[src/rtl/hex_display_scan.sv]
// Time-multiplexed driver for NUM_DIGITS common-anode seven-segment displays.
// Optional decimal-point support is enabled by defining HEX_DISPLAY_DP_EN.
module hex_display_scan #(
  parameter int NUM_DIGITS  = 4,
  parameter int REFRESH_DIV = 50000,
  parameter int DEAD_CYCLES = 500
) (
  input  logic                    clk,
  input  logic                    rst_n,
  input  logic                    load,
  input  logic [4*NUM_DIGITS-1:0] value,
  input  logic                    blank_lz,
`ifdef HEX_DISPLAY_DP_EN
  input  logic [NUM_DIGITS-1:0]   dp_mask,
  output logic                    dp,
`endif
  output logic [6:0]              seg,
  output logic [NUM_DIGITS-1:0]   an
);

  localparam int CNT_W = $clog2(REFRESH_DIV);
  localparam int IDX_W = (NUM_DIGITS > 1) ? $clog2(NUM_DIGITS) : 1;
  localparam int SLOTS = 1 << IDX_W;

  logic [4*NUM_DIGITS-1:0] shadow_reg;
  logic [CNT_W-1:0]        cnt_reg;
  logic [IDX_W-1:0]        idx_reg;
  logic [6:0]              seg_reg, seg_next;
  logic [NUM_DIGITS-1:0]   an_reg, an_next;
  logic [NUM_DIGITS-1:0]   active_an;
  logic [SLOTS-1:0]        zero_above;
  logic [3:0]              cur_nibble;
  logic                    in_dead;
  logic                    blanked;
  logic                    lit;

  function automatic logic [6:0] encode(input logic [3:0] nib);
    logic [6:0] s;
    case (nib)
      4'h0: s = 7'b1000000;
      4'h1: s = 7'b1111001;
      4'h2: s = 7'b0100100;
      4'h3: s = 7'b0110000;
      4'h4: s = 7'b0011001;
      4'h5: s = 7'b0010010;
      4'h6: s = 7'b0000010;
      4'h7: s = 7'b1111000;
      4'h8: s = 7'b0000000;
      4'h9: s = 7'b0010000;
      4'hA: s = 7'b0001000;
      4'hB: s = 7'b0000011;
      4'hC: s = 7'b1000110;
      4'hD: s = 7'b0100001;
      4'hE: s = 7'b0000110;
      default: s = 7'b0001110;
    endcase
    return s;
  endfunction

  always_ff @(posedge clk or negedge rst_n) begin
    if (!rst_n) begin
      shadow_reg <= '0;
    end else if (load) begin
      shadow_reg <= value;
    end
  end

  always_ff @(posedge clk or negedge rst_n) begin
    if (!rst_n) begin
      cnt_reg <= '0;
      idx_reg <= '0;
    end else if (cnt_reg == CNT_W'(REFRESH_DIV - 1)) begin
      cnt_reg <= '0;
      idx_reg <= (idx_reg == IDX_W'(NUM_DIGITS - 1)) ? '0 : idx_reg + IDX_W'(1);
    end else begin
      cnt_reg <= cnt_reg + CNT_W'(1);
    end
  end

  // zero_above[k]: nibbles k..top are all zero; padding slots are never selected.
  for (genvar gi = 0; gi < SLOTS; gi++) begin : g_slot
    if (gi < NUM_DIGITS) begin : g_real
      assign zero_above[gi] = ~|shadow_reg[4*NUM_DIGITS-1:4*gi];
      assign active_an[gi]  = ~(idx_reg == IDX_W'(gi));
    end else begin : g_pad
      assign zero_above[gi] = 1'b1;
    end
  end

  if (DEAD_CYCLES == 0) begin : g_no_dead
    assign in_dead = 1'b0;
  end else begin : g_dead
    assign in_dead = cnt_reg < CNT_W'(DEAD_CYCLES);
  end

  assign cur_nibble = shadow_reg[{idx_reg, 2'b00} +: 4];
  assign blanked    = blank_lz && (idx_reg != '0) && zero_above[idx_reg];
  assign lit        = !in_dead && !blanked;

  always_comb begin
    seg_next = 7'b1111111;
    an_next  = '1;
    if (lit) begin
      seg_next = encode(cur_nibble);
      an_next  = active_an;
    end
  end

  always_ff @(posedge clk or negedge rst_n) begin
    if (!rst_n) begin
      seg_reg <= 7'b1111111;
      an_reg  <= '1;
    end else begin
      seg_reg <= seg_next;
      an_reg  <= an_next;
    end
  end

  assign seg = seg_reg;
  assign an  = an_reg;

`ifdef HEX_DISPLAY_DP_EN
  logic [NUM_DIGITS-1:0] dp_shadow_reg;
  logic [SLOTS-1:0]      dp_pad;
  logic                  dp_reg, dp_next;

  always_ff @(posedge clk or negedge rst_n) begin
    if (!rst_n) begin
      dp_shadow_reg <= '0;
    end else if (load) begin
      dp_shadow_reg <= dp_mask;
    end
  end

  assign dp_pad  = SLOTS'(dp_shadow_reg);
  assign dp_next = lit ? ~dp_pad[idx_reg] : 1'b1;

  always_ff @(posedge clk or negedge rst_n) begin
    if (!rst_n) begin
      dp_reg <= 1'b1;
    end else begin
      dp_reg <= dp_next;
    end
  end

  assign dp = dp_reg;
`endif

endmodule

[config.mk]
export PLATFORM = sky130hd
export DESIGN_NAME = hex_display_scan
export DESIGN_NICKNAME = d
export VERILOG_FILES = /design/src/rtl/hex_display_scan.sv
export SDC_FILE = /design/constraint.sdc
export NUM_CORES = 1
export LEC_CHECK = 0
export BUFFER_PORTS_ARGS = -buffer_cell sky130_fd_sc_hd__buf_2
export CAP_MARGIN = 5
export CORE_MARGIN = 2
export CORE_UTILIZATION = 40
export CTS_CLUSTER_SIZE = 12
export DETAILED_ROUTE_END_ITERATION = 10
export GPL_TIMING_DRIVEN = 0
export PLACE_DENSITY = 0.62
export SLEW_MARGIN = 20
export SYNTH_ARGS = -nofsm -noshare
export SYNTH_HDL_FRONTEND = slang
export SYNTH_SLANG_ARGS = --single-unit
[constraint.sdc]
create_clock -name clk -period 1.94 [get_ports clk]
set_clock_uncertainty 0.05 [all_clocks]
set_input_delay 0.097 -clock clk [delete_from_list [all_inputs] [get_ports clk]]
set_output_delay 0.097 -clock clk [all_outputs]
set_load 0.1 [all_outputs]
==> impl_metrics.yaml, run 1 <==
global_routing:
  antenna_found_initial: 0
  overflow: 0
  grt_pass1_vias: 1723
  track_usage_pct: 15.67
  grt_max_degree: 46
  grt_pass1_wl_um: 7914
power:
  power.leakage_nw: 1.219
  pwr_density_cell_nw_per_um2: 631.2
  finalPower_w: 0.001840
  ir_drop_uv: 453.9
placed_design:
  numPortBuffers: 29
  dp_hpwl_um: 3006
  gp_congestion: 0.7446
sta:
  period_share_pct: 101.8
  worst_slack_ps: -34.53
  fin_tns_setup_ps: -34.53
  slew_headroom_pct: 34.30
  fin_crit_ps: 1975
  rsz0062_at_grt: "yes"
  setup_viol: 1
  drv_slew: 0
  tightest_slew_ps: 985.5
  hold_violations: 0
  fmax_ghz: 0.5064
status:
  failed_checks: "setup timing"
  outcome: "finished with violations"
routing:
  via_per_inst: 5.169
  totalWireLength_um: 4537
  met1_length_um: 2163
  highest_layer: "met4"
  routedWlPerCell_um: 13.92
  dr_total_vias: 1685
  drt_iter0_drc: 109
  dr.pass1.iters: 4
  met2_length_um: 2175
  drc_errors: 0
  ant_nets: 0
  dr_wl_met3_um: 171
finish:
  drive_above_1_share_pct: 38.58
  utilization_pct: 52.94
  antenna_cells: 0
  synthToLayoutAreaGrowth_pct: 27.67
  layout_common_cells: "dfrtp_1, buf_2, dlygate4sd3_1"
  final_common_cell: "dfrtp_1"
  nets: 284
yosys:
  yosysUniqueCellTypes: 39
  yosys.area.top_type: "dfrtp_1"
  synthTopCellsByArea: "dfrtp_1, dfstp_2, mux2_2, ha_1, nand3_1"
  synth.avg_cell_area_sq_um: 11.83
  netlist_instances: 193
  yosysSeqAreaShare_pct: 49.92
  netlist_area_sq_um: 2283
  ys.flop_type: "dfrtp_1"
  syn_nets: 224
  synth_warnings: 0
  async_reset_ff_share_pct: 100.0
  synth_edf_count: 0
  ys_seq_elements: 45
  synth_top_area_share_pct: 37.26
critical_path:
  reg2reg_from: "idx_reg[0]$_DFFE_PN0N_"
  rr_worst_depth: 6
  startpoint: "idx_reg[0]$_DFFE_PN0N_"
  endpoint: "seg[3]$_DFF_PN1_"
  start_kind: "flip-flop"
  worstReg2RegEnd: "seg[3]$_DFF_PN1_"
  endpoint_kind: "flip-flop"
  critical_path_class: "reg -> reg"
  reg2reg_slack_ps: -30
  cp.arrival_ps: 2150
  crit_required_ps: 2120
  cp_max_fo: 4
clocking:
  clockBufferDepth: 2
  clock-root-buffer: "clkbuf_8"
  cts_num_sinks: 45
  clk_pin_slew_ps: 80
  htree_levels: 2
  tritoncts: "yes"
  cts_buffers: 5
  clk_latency_ps: 280
floorplanning:
  start_util_pct: 41.47
  die_w_um: 79.56
  rows: 27
  ios: 31
  die_h_um: 79.56
  core_sq_um: 5507
  die-area_sq_um: 6329
worst_hold_path:
  hold_path.startpoint: "load"
  hold_class: "in -> reg"
run:
  maxCapViolations: 0
==> how the worst min path moves through the flow <==
stage,to,slack (ps),depth (start not counted)
4_1_cts,shadow_reg[0]$_DFFE_PN0P_,230,2
2_1_floorplan,cnt_reg[0]$_DFF_PN0_,-250,0
5_1_grt,shadow_reg[15]$_DFFE_PN0P_,250,2
6_report,shadow_reg[4]$_DFFE_PN0P_,240,2
3_5_place_dp,shadow_reg[10]$_DFFE_PN0P_,260,1
3_3_place_gp,shadow_reg[4]$_DFFE_PN0P_,270,1
==> layer usage <==
metal | vias up | track usage (%)
met5 | - | 0
met4 | 0 | 5.172
met3 | 2 | 2.489
met2 | 41 | 25.55
met1 | 829 | 21.35
li1 | 813 | -
==> through the flow <==
stage	area [sq um]	worst slack (ps)	std cells	hold WS [ps]
final	2915	-34.53	326	240.5
after CTS	2791	-43.38	321	231.3
after global routing	2915	-88.89	326	253.2
after global placement	2511	-142.3	294	265.2
after detailed placement	2511	-175.3	294	259.9
after floorplan	2276	19.40	193	-248.6
==> layout make-up <==
| cell class | instances | area, sq um |
|---|---|---|
| Tap cell | 72 | 90.09 |
| Clock buffer | 8 | 80.08 |
| Inverter | 9 | 38.79 |
| Buffer | 9 | 55.05 |
| Timing Repair Buffer | 53 | 375.4 |
| Multi-Input combinational cell | 130 | 1135 |
| Fill cell | 508 | 2591 |
| Sequential cell | 45 | 1141 |
==> kinds of logic (layout without fill, tap and decap cells) <==
group	count (synthesis)	count (layout)	synth area share, %
buffers and inverters	18	79	3.616
muxes	25	25	14.96
DFF	45	45	49.92
and+or+nand+nor	65	65	15.89
xor gates and xnor gates	12	12	4.603
AOI/OAI and AO/OA	17	17	4.987
adders and majority gates	11	11	6.027
==> what timing repair did <==
action,CTS,global route
setup endpoints to repair,21,13
gates cloned,0,0
resized for setup,8,22
hold endpoints to repair,50,0
pin swaps,0,5
setup buffers,2,5
hold buffers,17,0
==> critical path: stages (launching register included) <==
cell	delay, ps
dfrtp_1	380
buf_6	130
mux4_2	620
inv_4	130
ha_4	210
a211o_2	290
nand4_1	100
==> power by group <==
group | switching [W] | internal (W)
Sequential | 0.0000328 | 0.000972
Clock | 0.000293 | 0.000256
Combinational | 0.000123 | 0.000163
==> synthesized netlist by cell type (3+ instances only) <==
library cell	n
inv_1	9
dfrtp_1	34
a21oi_1	4
mux2i_1	3
mux4_2	3
nor2_1	11
xnor2_1	5
o21ai_0	4
nand3_1	14
nand2_1	9
xor2_1	7
ha_1	11
mux2_2	17
nand4_1	7
nor4_1	4
nor2b_1	5
clkbuf_1	7
and4_1	3
dfstp_2	11
Power figures use the tool's default switching activity.
==> inputs of run 2 (changes only) <==
Settings changed: ABC_AREA set to 1.
==> impl_metrics.yaml, run 2 <==
yosys:
  netlist_area_sq_um: 2499
  yosysSeqAreaShare_pct: 45.62
  syn_nets: 334
  ys_seq_elements: 45
  yosysUniqueCellTypes: 27
  synth.most_common_cell: "nand2_1"
  ys.flop_type: "dfrtp_1"
  synth_top_area_share_pct: 34.05
  synth_edf_count: 0
  synthTopCellsByCount: "nand2_1, nor2_1, dfrtp_1"
  netlist_instances: 303
  async_reset_ff_share_pct: 100.0
  synth.avg_cell_area_sq_um: 8.246
  synthTopCellsByArea: "dfrtp_1, nand2_1, dfstp_2, ha_1, mux2_2"
  yosys.area.top_type: "dfrtp_1"
  synth_warnings: 0
routing:
  ant_nets: 0
  totalWireLength_um: 4863
  drc_errors: 0
  via_per_inst: 4.667
  dr_total_vias: 2016
  routedWlPerCell_um: 11.26
  drt_iter0_drc: 140
  dr.pass1.iters: 4
placed_design:
  gp_congestion: 0.8135
  numPortBuffers: 29
  dp_hpwl_um: 3653
floorplanning:
  core_sq_um: 5991
  ios: 31
  rows: 28
  die_w_um: 83.04
  die_h_um: 83.04
  start_util_pct: 41.71
  die-area_sq_um: 6895
finish:
  synthToLayoutAreaGrowth_pct: 20.58
  final_common_cell: "nand2_1"
  layout_common_cells: "nand2_1, nor2_1, dfrtp_1"
  antenna_cells: 0
  nets: 388
  drive_above_1_share_pct: 24.37
  utilization_pct: 50.29
sta:
  fin_crit_ps: 1761
  rsz0062_at_grt: "no"
  tightest_slew_ps: 563.9
  drv_slew: 0
  slew_headroom_pct: 62.41
  fmax_ghz: 0.5679
  hold_violations: 0
  setup_viol: 0
  fin_tns_setup_ps: 0
  period_share_pct: 90.77
clocking:
  clk_latency_ps: 290
  clk_pin_slew_ps: 80
  cts_buffers: 5
  tritoncts: "yes"
  cts_num_sinks: 45
  htree_levels: 2
  clockBufferDepth: 2
  clock-root-buffer: "clkbuf_8"
critical_path:
  cp.arrival_ps: 1930
  critical_path_class: "reg -> reg"
  endpoint_kind: "flip-flop"
  start_kind: "flip-flop"
  cp_max_fo: 11
  crit_required_ps: 2110
run:
  maxCapViolations: 0
status:
  outcome: "finished, final reports clean"
global_routing:
  grt_pass1_vias: 2000
  antenna_found_initial: 0
  track_usage_pct: 15.27
  overflow: 0
  grt_pass1_wl_um: 8866
  grt_max_degree: 46
worst_hold_path:
  hold_class: "in -> reg"
power:
  power.leakage_nw: 1.452
  pwr_density_cell_nw_per_um2: 597.3
  ir_drop_uv: 396.6
==> run 2: timing repair <==
item                                   4_1_cts  5_1_grt
endpoints found under the hold margin       50        0
hold buffers                                17        0
setup endpoints to repair                    0        4
buffers inserted                             0        1
gates resized for setup                      0        4
==> run 2: critical path: stages, from the launching register on <==
cell     delay (ps)
dfrtp_1         400
inv_1            80
buf_6           150
nand2_1          60
nand3_1          90
nand2_2         150
inv_1           100
ha_1            200
nand3_1         140
nand2_1          70
a21oi_1         130
nand2_1          60
==> run 2: logic make-up (layout without fill, tap and decap cells) <==
logic type      Yosys count  count (layout)  synth area share [%]
mux                      12              12                 5.408
fa+ha+maj                11              11                 5.508
flops                    45              45                 45.62
compound gates           10              10                 2.303
xor+xnor                  8               8                 2.804
simple gates            178             178                 31.40
buf+inv                  39              93                 6.960
==> run 2: per-stage QoR <==
| step | setup slack [ps] | total power [W] | instance area (sq um) | std cells | hold WS [ps] |
|---|---|---|---|---|---|
| after floorplan | 370.0 | 0.001145 | 2499 | 303 | -248.6 |
| after global placement | 109.2 | 0.001212 | 2738 | 407 | 258.9 |
| after detailed placement | 87.98 | 0.001218 | 2738 | 407 | 258.0 |
| after CTS | 69.15 | 0.001820 | 2994 | 431 | 136.4 |
| after global routing | 7.814 | 0.001898 | 3013 | 432 | 176.4 |
| final | 179.0 | 0.001800 | 3013 | 432 | 137.8 |
==> run 2: area by class of cell <==
| cell class | count | area, sq um |
|---|---|---|
| plain buffers | 6 | 50.05 |
| clock buffers | 7 | 86.33 |
| fillers | 580 | 2978 |
| inverters | 33 | 126.4 |
| multi-input cells | 219 | 1190 |
| flip-flops and latches | 45 | 1141 |
| well taps | 75 | 93.84 |
| repair buffers | 47 | 325.3 |
==> run 2: path summary, 6_finish.rpt <==
path	slack [ps]	from	endpoint	depth (start not counted)
min in group asynchronous	290	rst_n	cnt_reg[2]$_DFF_PN0_	2
worst max register to register	180	idx_reg[0]$_DFFE_PN0N_	seg[5]$_DFF_PN1_	11
worst min-delay path	140	load	shadow_reg[4]$_DFFE_PN0P_	3
worst max-delay path	180	idx_reg[0]$_DFFE_PN0N_	seg[5]$_DFF_PN1_	11
worst min register to register	440	cnt_reg[0]$_DFF_PN0_	cnt_reg[0]$_DFF_PN0_	1
max in group asynchronous	1140	rst_n	idx_reg[1]$_DFFE_PN0N_	2
==> run 2: report_power, final <==
part	total [W]	switching [W]	internal, W
logic	0.000229	0.000124	0.000104
clock network	0.000574	0.000291	0.000283
registers	0.000997	0.0000262	0.000971
total	0.00180	0.000441	0.00136
==> run 2: per-layer routing <==
layer	vias to the layer above	wire length, um	global-route usage, %
met1	913	2493	21.84
met4	0	59	4.024
met2	39	2123	23.75
li1	1059	-	-
met3	5	186	2.982
met5	-	0	0
==> inputs of run 3 (changes only) <==
Settings changed: CTS_BUF_LIST set to sky130_fd_sc_hd__clkbuf_8.
==> impl_metrics.yaml, run 3 (same netlist as run 2, synthesis figures left out) <==
floorplanning:
  die_h_um: 83.04
  rows: 28
  start_util_pct: 41.71
  ios: 31
  core_sq_um: 5991
  die_w_um: 83.04
  die-area_sq_um: 6895
global_routing:
  grt_pass1_vias: 1996
  antenna_found_initial: 0
  overflow: 0
  grt_pass1_wl_um: 8859
  grt_max_degree: 46
  track_usage_pct: 15.27
routing:
  routedWlPerCell_um: 11.25
  via_per_inst: 4.708
  drc_errors: 0
  totalWireLength_um: 4858
  dr_total_vias: 2034
  ant_nets: 0
  dr.pass1.iters: 4
  drt_iter0_drc: 108
status:
  outcome: "finished, final reports clean"
sta:
  slew_headroom_pct: 62.58
  rsz0062_at_grt: "no"
  worst_slack_ps: 170.8
  hold_violations: 0
  drv_slew: 0
  fmax_ghz: 0.5652
  fin_tns_setup_ps: 0
  tightest_slew_ps: 561.2
  fin_crit_ps: 1769
  setup_viol: 0
  period_share_pct: 91.20
finish:
  final_common_cell: "nand2_1"
  nets: 388
  stdcell_count: 432
  drive_above_1_share_pct: 24.37
  layout_common_cells: "nand2_1, nor2_1, dfrtp_1"
  utilization_pct: 50.29
  antenna_cells: 0
  synthToLayoutAreaGrowth_pct: 20.58
run:
  maxCapViolations: 0
power:
  pwr_density_cell_nw_per_um2: 595.9
  ir_drop_uv: 396.5
  finalPower_w: 0.001795
  power.leakage_nw: 1.456
clocking:
  tritoncts: "yes"
  cts_buffers: 5
  htree_levels: 2
  cts_num_sinks: 45
  clk_pin_slew_ps: 80
  clockBufferDepth: 2
  clock-root-buffer: "clkbuf_8"
  clk_latency_ps: 290
critical_path:
  critical_path_class: "reg -> reg"
  endpoint_kind: "flip-flop"
  reg2reg_from: "idx_reg[0]$_DFFE_PN0N_"
  crit_required_ps: 2110
  start_kind: "flip-flop"
  startpoint: "idx_reg[0]$_DFFE_PN0N_"
  path_cells: "inv_1, buf_6, nand2_1, nand3_1, nand2_2, inv_1, ha_1, nand3_1, nand2_1, a21oi_1, nand2_1"
  worst_path_largest_cell_delay_ps: 400
  worstReg2RegEnd: "seg[5]$_DFF_PN1_"
  critPathTopFamily: "simple AND/OR/NAND/NOR gates"
  reg2reg_slack_ps: 170
  rr_worst_depth: 11
  cp.arrival_ps: 1940
  cp_max_fo: 11
  cp_common_cell: "nand2_1"
  slowest_stage: "dfrtp_1"
  worst-path-buf-inv: 3
placed_design:
  preCtsSetupSlack_ps: 87.98
  placedCellCount: 407
  numPortBuffers: 29
  gp_congestion: 0.8135
  dp_hpwl_um: 3653
worst_hold_path:
  whs_path_depth: 3
  hold_end: "shadow_reg[4]$_DFFE_PN0P_"
  hold_path.startpoint: "load"
  hold_class: "in -> reg"
[run 3: timing repair]
| action | in CTS | in global routing |
|---|---|---|
| resized for setup | 0 | 4 |
| hold endpoints to repair | 50 | 0 |
| endpoints found under the setup margin | 0 | 4 |
| setup buffers | 0 | 1 |
| hold buffers | 17 | 0 |
[run 3: worst max-delay path by stage]
| stage | end | slack [ps] | cells after the start |
|---|---|---|---|
| detailed placement | seg[5]$_DFF_PN1_ | 90 | 9 |
| floorplan | seg[5]$_DFF_PN1_ | 370 | 9 |
| global placement | seg[5]$_DFF_PN1_ | 110 | 9 |
| global route | seg[5]$_DFF_PN1_ | 8 | 11 |
| CTS | seg[5]$_DFF_PN1_ | 70 | 9 |
| finish | seg[5]$_DFF_PN1_ | 170 | 11 |
[run 3: worst reg2reg max path, cell delays in order (launching register included)]
cell and delay, ps:
dfrtp_1 400, inv_1 80, buf_6 150, nand2_1 60
nand3_1 90, nand2_2 130, inv_1 100, ha_1 220
nand3_1 140, nand2_1 70, a21oi_1 140, nand2_1 70
[run 3: cell type report]
| cell class | count | area (sq um) |
|---|---|---|
| multi-input cells | 219 | 1190 |
| flip-flops and latches | 45 | 1141 |
| fillers | 580 | 2978 |
| plain buffers | 6 | 50.05 |
| inverters | 33 | 126.4 |
| repair buffers | 47 | 325.3 |
| clock inverters | 1 | 3.754 |
| well taps | 75 | 93.84 |
| clock buffers | 6 | 82.58 |
[run 3: power breakdown]
| part | internal [W] | switching [W] |
|---|---|---|
| sequential | 0.000971 | 0.0000261 |
| combinational | 0.000104 | 0.000124 |
| clock | 0.000277 | 0.000292 |
| total | 0.00135 | 0.000442 |
[run 3: metal layers]
| metal | share of wire [%] | GRT usage (%) |
|---|---|---|
| met3 | 4.0 | 2.982 |
| met5 | 0 | 0 |
| met2 | 44 | 23.75 |
| met4 | 1.2 | 4.024 |
| met1 | 51 | 21.84 |
[run 3: through the flow]
step / instance area, sq um / hold WS (ps)
3_3_place_gp: 2738 / 258.9
3_5_place_dp: 2738 / 258.0
2_1_floorplan: 2499 / -248.6
6_report: 3013 / 137.4
4_1_cts: 2994 / 136.4
5_1_grt: 3013 / 176.4
